`src/rtl/pc_sequencer_if.sv`:
```
// Fetch-side bundle between the PC sequencer and its surroundings (decode redirects, instruction memory).
// The master modport is the sequencer's view; the slave modport is the environment's view.
interface pc_sequencer_if;
  logic [27:0] JumpTarget28;
  logic        Jump;
  logic        Branch;
  logic [31:0] BranchOffset;
  logic        JumpReg;
  logic [31:0] RegTarget;
  logic        Stall;
  logic        IMemReady;
  logic        IMemValid;
  logic [31:0] PC;
  logic [31:0] PCPlus4;
  logic        Redirected;
  logic        MisalignErr;

  modport master (
    input  JumpTarget28, Jump, Branch, BranchOffset, JumpReg, RegTarget, Stall, IMemReady,
    output IMemValid, PC, PCPlus4, Redirected, MisalignErr
  );

  modport slave (
    output JumpTarget28, Jump, Branch, BranchOffset, JumpReg, RegTarget, Stall, IMemReady,
    input  IMemValid, PC, PCPlus4, Redirected, MisalignErr
  );
endinterface

```
`src/rtl/pc_sequencer.sv`:
```
// Fetch-stage PC sequencer: holds the PC, hands it to instruction memory, and picks the next PC from redirects.
// Optional macro PC_SEQ_MISALIGN_CHECK_EN: flag misaligned register jumps and force their low bits to zero.
module pc_sequencer #(
  parameter logic [31:0] RESET_PC = 32'h0000_0000
) (
  input  logic           Clk,
  input  logic           Reset_n,
  pc_sequencer_if.master bus
);

  typedef enum logic {S_BOOT, S_FETCH} state_t;

  state_t      state_reg, state_next;
  logic        fetch_valid;
  logic        advance;
  logic        redir_any;
  logic [31:0] pc_plus4;
  logic [31:0] reg_target_eff;
  logic [31:0] redir_target;
  logic [31:0] pc_reg, pc_next;
  logic        pend_valid_reg, pend_valid_next;
  logic [31:0] pend_target_reg, pend_target_next;
  logic        redirected_reg, redirected_next;

  always_ff @(posedge Clk or negedge Reset_n) begin
    if (!Reset_n) state_reg <= S_BOOT;
    else          state_reg <= state_next;
  end

  always_comb begin
    state_next  = state_reg;
    fetch_valid = 1'b0;
    unique case (state_reg)
      S_BOOT:  state_next = S_FETCH;
      S_FETCH: begin
        fetch_valid = 1'b1;
        state_next  = S_FETCH;
      end
      default: state_next = S_BOOT;
    endcase
  end

`ifdef PC_SEQ_MISALIGN_CHECK_EN
  logic misalign_reg, misalign_next;

  assign reg_target_eff = {bus.RegTarget[31:2], 2'b00};

  always_comb begin
    misalign_next = misalign_reg;
    if (fetch_valid && bus.JumpReg && (bus.RegTarget[1:0] != 2'b00))
      misalign_next = 1'b1;
  end

  always_ff @(posedge Clk or negedge Reset_n) begin
    if (!Reset_n) misalign_reg <= 1'b0;
    else          misalign_reg <= misalign_next;
  end

  assign bus.MisalignErr = misalign_reg;
`else
  assign reg_target_eff  = bus.RegTarget;
  assign bus.MisalignErr = 1'b0;
`endif

  assign pc_plus4  = pc_reg + 32'd4;
  assign advance   = fetch_valid & bus.IMemReady & ~bus.Stall;
  // Redirect requests only count once fetching has started.
  assign redir_any = fetch_valid & (bus.JumpReg | bus.Jump | bus.Branch);

  always_comb begin
    redir_target = pc_plus4 + bus.BranchOffset;
    if (bus.JumpReg)   redir_target = reg_target_eff;
    else if (bus.Jump) redir_target = {pc_plus4[31:28], bus.JumpTarget28};
  end

  always_comb begin
    pc_next          = pc_reg;
    pend_valid_next  = pend_valid_reg;
    pend_target_next = pend_target_reg;
    redirected_next  = 1'b0;
    if (advance) begin
      pend_valid_next = 1'b0;
      redirected_next = redir_any | pend_valid_reg;
      if (redir_any)           pc_next = redir_target;
      else if (pend_valid_reg) pc_next = pend_target_reg;
      else                     pc_next = pc_plus4;
    end else if (redir_any) begin
      // Hold the newest redirect until memory accepts the current PC.
      pend_valid_next  = 1'b1;
      pend_target_next = redir_target;
    end
  end

  always_ff @(posedge Clk or negedge Reset_n) begin
    if (!Reset_n) begin
      pc_reg          <= RESET_PC;
      pend_valid_reg  <= 1'b0;
      pend_target_reg <= 32'h0000_0000;
      redirected_reg  <= 1'b0;
    end else begin
      pc_reg          <= pc_next;
      pend_valid_reg  <= pend_valid_next;
      pend_target_reg <= pend_target_next;
      redirected_reg  <= redirected_next;
    end
  end

  assign bus.IMemValid  = fetch_valid;
  assign bus.PC         = pc_reg;
  assign bus.PCPlus4    = pc_plus4;
  assign bus.Redirected = redirected_reg;

endmodule

```
`src/flat_wrapper.sv`:
```
// flat-port wrapper written by rule: the top's interface ports become plain ports
module pc_sequencer_flat 
#(
  parameter logic [31:0] RESET_PC = 32'h0000_0000
)
  (Clk, Reset_n, bus_JumpTarget28, bus_Jump, bus_Branch, bus_BranchOffset, bus_JumpReg, bus_RegTarget, bus_Stall, bus_IMemReady, bus_IMemValid, bus_PC, bus_PCPlus4, bus_Redirected, bus_MisalignErr);
  pc_sequencer_if bus_i ();
  input  logic Clk;
  input  logic Reset_n;
  input wire logic [$bits(bus_i.JumpTarget28)-1:0] bus_JumpTarget28;
  input wire logic [$bits(bus_i.Jump)-1:0] bus_Jump;
  input wire logic [$bits(bus_i.Branch)-1:0] bus_Branch;
  input wire logic [$bits(bus_i.BranchOffset)-1:0] bus_BranchOffset;
  input wire logic [$bits(bus_i.JumpReg)-1:0] bus_JumpReg;
  input wire logic [$bits(bus_i.RegTarget)-1:0] bus_RegTarget;
  input wire logic [$bits(bus_i.Stall)-1:0] bus_Stall;
  input wire logic [$bits(bus_i.IMemReady)-1:0] bus_IMemReady;
  output wire logic [$bits(bus_i.IMemValid)-1:0] bus_IMemValid;
  output wire logic [$bits(bus_i.PC)-1:0] bus_PC;
  output wire logic [$bits(bus_i.PCPlus4)-1:0] bus_PCPlus4;
  output wire logic [$bits(bus_i.Redirected)-1:0] bus_Redirected;
  output wire logic [$bits(bus_i.MisalignErr)-1:0] bus_MisalignErr;
  assign bus_i.JumpTarget28 = bus_JumpTarget28;
  assign bus_i.Jump = bus_Jump;
  assign bus_i.Branch = bus_Branch;
  assign bus_i.BranchOffset = bus_BranchOffset;
  assign bus_i.JumpReg = bus_JumpReg;
  assign bus_i.RegTarget = bus_RegTarget;
  assign bus_i.Stall = bus_Stall;
  assign bus_i.IMemReady = bus_IMemReady;
  assign bus_IMemValid = bus_i.IMemValid;
  assign bus_PC = bus_i.PC;
  assign bus_PCPlus4 = bus_i.PCPlus4;
  assign bus_Redirected = bus_i.Redirected;
  assign bus_MisalignErr = bus_i.MisalignErr;
  pc_sequencer #(.RESET_PC(RESET_PC)) u_core (.Clk(Clk), .Reset_n(Reset_n), .bus(bus_i));
endmodule
```
`config.mk`:
```
export PLATFORM = sky130hd
export DESIGN_NAME = pc_sequencer_flat
export DESIGN_NICKNAME = d
export VERILOG_FILES = /design/src/rtl/pc_sequencer_if.sv /design/src/rtl/pc_sequencer.sv /design/src/flat_wrapper.sv
export SDC_FILE = /design/constraint.sdc
export NUM_CORES = 1
export LEC_CHECK = 0
export ABC_AREA = 0
export CAP_MARGIN = 20
export CORE_MARGIN = 2
export CORE_UTILIZATION = 44
export CTS_BUF_LIST = sky130_fd_sc_hd__clkbuf_2
export DETAILED_ROUTE_END_ITERATION = 8
export GPL_ROUTABILITY_DRIVEN = 1
export HOLD_SLACK_MARGIN = 0.08
export PLACE_DENSITY = 0.74
export REMOVE_ABC_BUFFERS = 1
export SLEW_MARGIN = 0
export SYNTH_ARGS = -nofsm -noshare
export SYNTH_HDL_FRONTEND = slang
export SYNTH_SLANG_ARGS = --single-unit
```
`constraint.sdc`:
```
create_clock -name Clk -period 7.58 [get_ports Clk]
set_input_delay 1.516 -clock Clk [delete_from_list [all_inputs] [get_ports Clk]]
set_output_delay 1.516 -clock Clk [all_outputs]
set_load 0.005 [all_outputs]
```
==> metrics <==
sequential share of power=0.281; status=completed; via count=6,519; final total power=1.898 mW; Max IR drop VDD=0.1057 mV; GR peak layer=met2; static leakage=3.445 nW; Skew-Pair Late Insertion Delay=620 ps; first-pass GRT wire length=32,780 um; Total Wirelength=21,100 um; CP Class=flop to output port; average wire per standard cell=19.05 um; power per cell area=233.9 nW/um^2; Setup Buffers After CTS=0; CTS max path bufs=2; GRT Resource Usage Total=0.2855; commonest non-fill, non-tap cells in the layout=162 x clkdlybuf4s50_1, 110 x nand2_1, 69 x o21ai_0; hold slack final=491.6 ps; Clk pin slew, worst setup/hold paths=200 ps; total CTS buffers=9; CP peak stage delay=760 ps; Vias/cell=5.884; Die Ht=122.8 um; FF+latch count, synth=67; minimum clock period=4910 ps; Synth Instances=779; Mapped Area=6212 sq um; Hold WC Path Type=flop to flop; # IOs=166; initial antenna violation count=1; Cell variety after synth=76; CP arrival=3390 ps; CTS sink count=67; fin worst setup slack=2670 ps; Relative slew margins=0.2049; setup violators final=0; Switching Share=0.4304; antenna-violating nets left=0; Final Max Tran Viols=0; cell chosen for the clock root=clkbuf_2; Final Hold Fails=0; Max Clk Rate=0.2036 GHz; most common cell after layout, fill and taps aside=clkdlybuf4s50_1; vias in the first global route=6,092; Max-Cap Viols=0; Final Cycle Share=0.6478; pre-CTS setup slack=2954 ps; Detail Placement HPWL=15,160 um; internal power=1.081 mW; final setup skew=37.74 ps; Most used DFF post-synth=dfrtp_1; sequential share of the synthesized area=0.2699; Detailed Routing Iterations Pass 1=5; die footprint=15,080 sq um; share of cells above drive strength 1=0.08198; clock share of power=0.138; Post-Layout Cell Count=1,108; CP required=6060 ps; fillers=1,248; Die Width=122.8 um; hold_buf cts=0; Starting DRT DRC Count=518; setup_tns=0 ps; number of flops mapped to enable cells by yosys=0; Avg Cell Area, Syn=7.975 sq um; global routing met1 resource utilization=0.3908; initial core utilization=0.4493; # DRC=0; CORE AREA=13,830 sq um; port bufs=164; CTS tree=built; largest net degree at the start of global routing=68; row cnt=43; Area growth syn-to-layout=30.59%; Worst Tran Pin Value=1188 ps; Max FO, Critical Path=8; GPL Wtd Cong=0.9799; met3 Resource Use GR=0.05901; switching power=0.8167 mW; post-CTS sizing=0; H-tree depth=3; Worst setup EP type=output port; Post-Place Cells=1,091; RSZ-0062 raised after global routing=false; fin nets=1,061; Slowest-stage cell, CP=nor4_4; GR Util met2=0.4416; Ys Warns=0; Critical Path, Cell by Cell=nand4_2 -> nor4_4 -> nand3_2 -> xor2_1 -> clkinv_1 -> clkdlybuf4s50_1; Comb pwr share=0.581; grt total ovfl=0; ys async rst share=1.000; Worst Setup Start Kind=flop
worst max-delay path: cells and delay by family (launching register included):
kind / cells / cell delay [ps]
buffers and inverters: 2 / 700
flip-flops: 1 / 570
AND/OR/NAND/NOR: 3 / 1130
XOR/XNOR: 1 / 400
final cells by class:
cell class                 instances  area (sq um)  area share
antenna                            1         2.502   0.0003085
clock buffer                      10         50.05    0.006169
clock inverter                     6         80.08    0.009870
inverter                          19         71.32    0.008791
multi-input combinational        650          4293      0.5291
sequential                        67          1677      0.2067
tap                              180         225.2     0.02776
timing repair buffer             175          1714      0.2113
cell families after synthesis:
| logic type | share of synthesized area |
|---|---|
| buffers and inverters | 0.04008 |
| muxes | 0.06103 |
| other | 0.001209 |
| xor gates and xnor gates | 0.07029 |
| AOI/OAI and AO/OA | 0.2719 |
| adders and majority gates | 0.08177 |
| DFF | 0.2699 |
| and+or+nand+nor | 0.2038 |
cell usage after synthesis, types with 7 or more instances:
cell	count	area (sq um)
nand4_1	14	87.58
ha_1	39	488.0
a22oi_1	9	67.56
nand2_1	110	412.9
a21oi_1	54	270.3
o211ai_1	26	195.2
a211oi_1	7	52.55
mux2i_1	15	150.1
inv_1	16	60.06
a21o_1	20	150.1
a31oi_1	11	68.82
nand3_1	27	135.1
nor3_1	8	40.04
o21ai_1	8	40.04
o21ai_0	70	350.3
o21a_1	9	67.56
clkbuf_1	34	127.6
nor2_1	61	229.0
xnor2_1	27	236.5
nand2b_1	16	100.1
dfrtp_1	67	1677
mux2_2	19	214.0
xor2_1	21	183.9
per-layer routing:
| metal | wire length [um] | share of wire |
|---|---|---|
| met1 | 8977 | 0.43 |
| met4 | 516 | 0.024 |
| met5 | 0 | 0 |
| met3 | 1944 | 0.092 |
| met2 | 9664 | 0.46 |
per-stage QoR:
stage,cell area (sq um),util
5_1_grt,8113,0.5867
4_1_cts,8110,0.5866
3_5_place_dp,7980,0.5771
6_report,8113,0.5867
2_1_floorplan,6035,-
3_3_place_gp,7980,0.5771
path summary, 6_finish.rpt:
| path | end | slack, ps | start | cells past startpoint |
|---|---|---|---|---|
| setup / recovery | bus_PCPlus4[31] | 2670 | u_core.bus.PC[4] | 6 |
| hold / removal | u_core.pend_target_reg[19] | 490 | u_core.pend_target_reg[19] | 2 |
| max in group asynchronous | u_core.pend_target_reg[28] | 5870 | Reset_n | 2 |
| setup reg to reg | u_core.pend_target_reg[30] | 3220 | u_core.bus.PC[2] | 15 |
| min in group asynchronous | u_core.pend_target_reg[16] | 1080 | Reset_n | 2 |
| hold reg to reg | u_core.pend_target_reg[19] | 490 | u_core.pend_target_reg[19] | 2 |
power groups by stage:
stage               sequential [mW]  clock, mW  combinational [mW]
finish                        0.533      0.262                1.10
global route                  0.547      0.273                1.21
CTS                           0.531      0.261                1.09
detailed placement            0.538          0                1.08
global placement              0.537          0                1.07
floorplan                     0.524          0               0.660
Note: power is estimated with default switching activity, not from simulation.
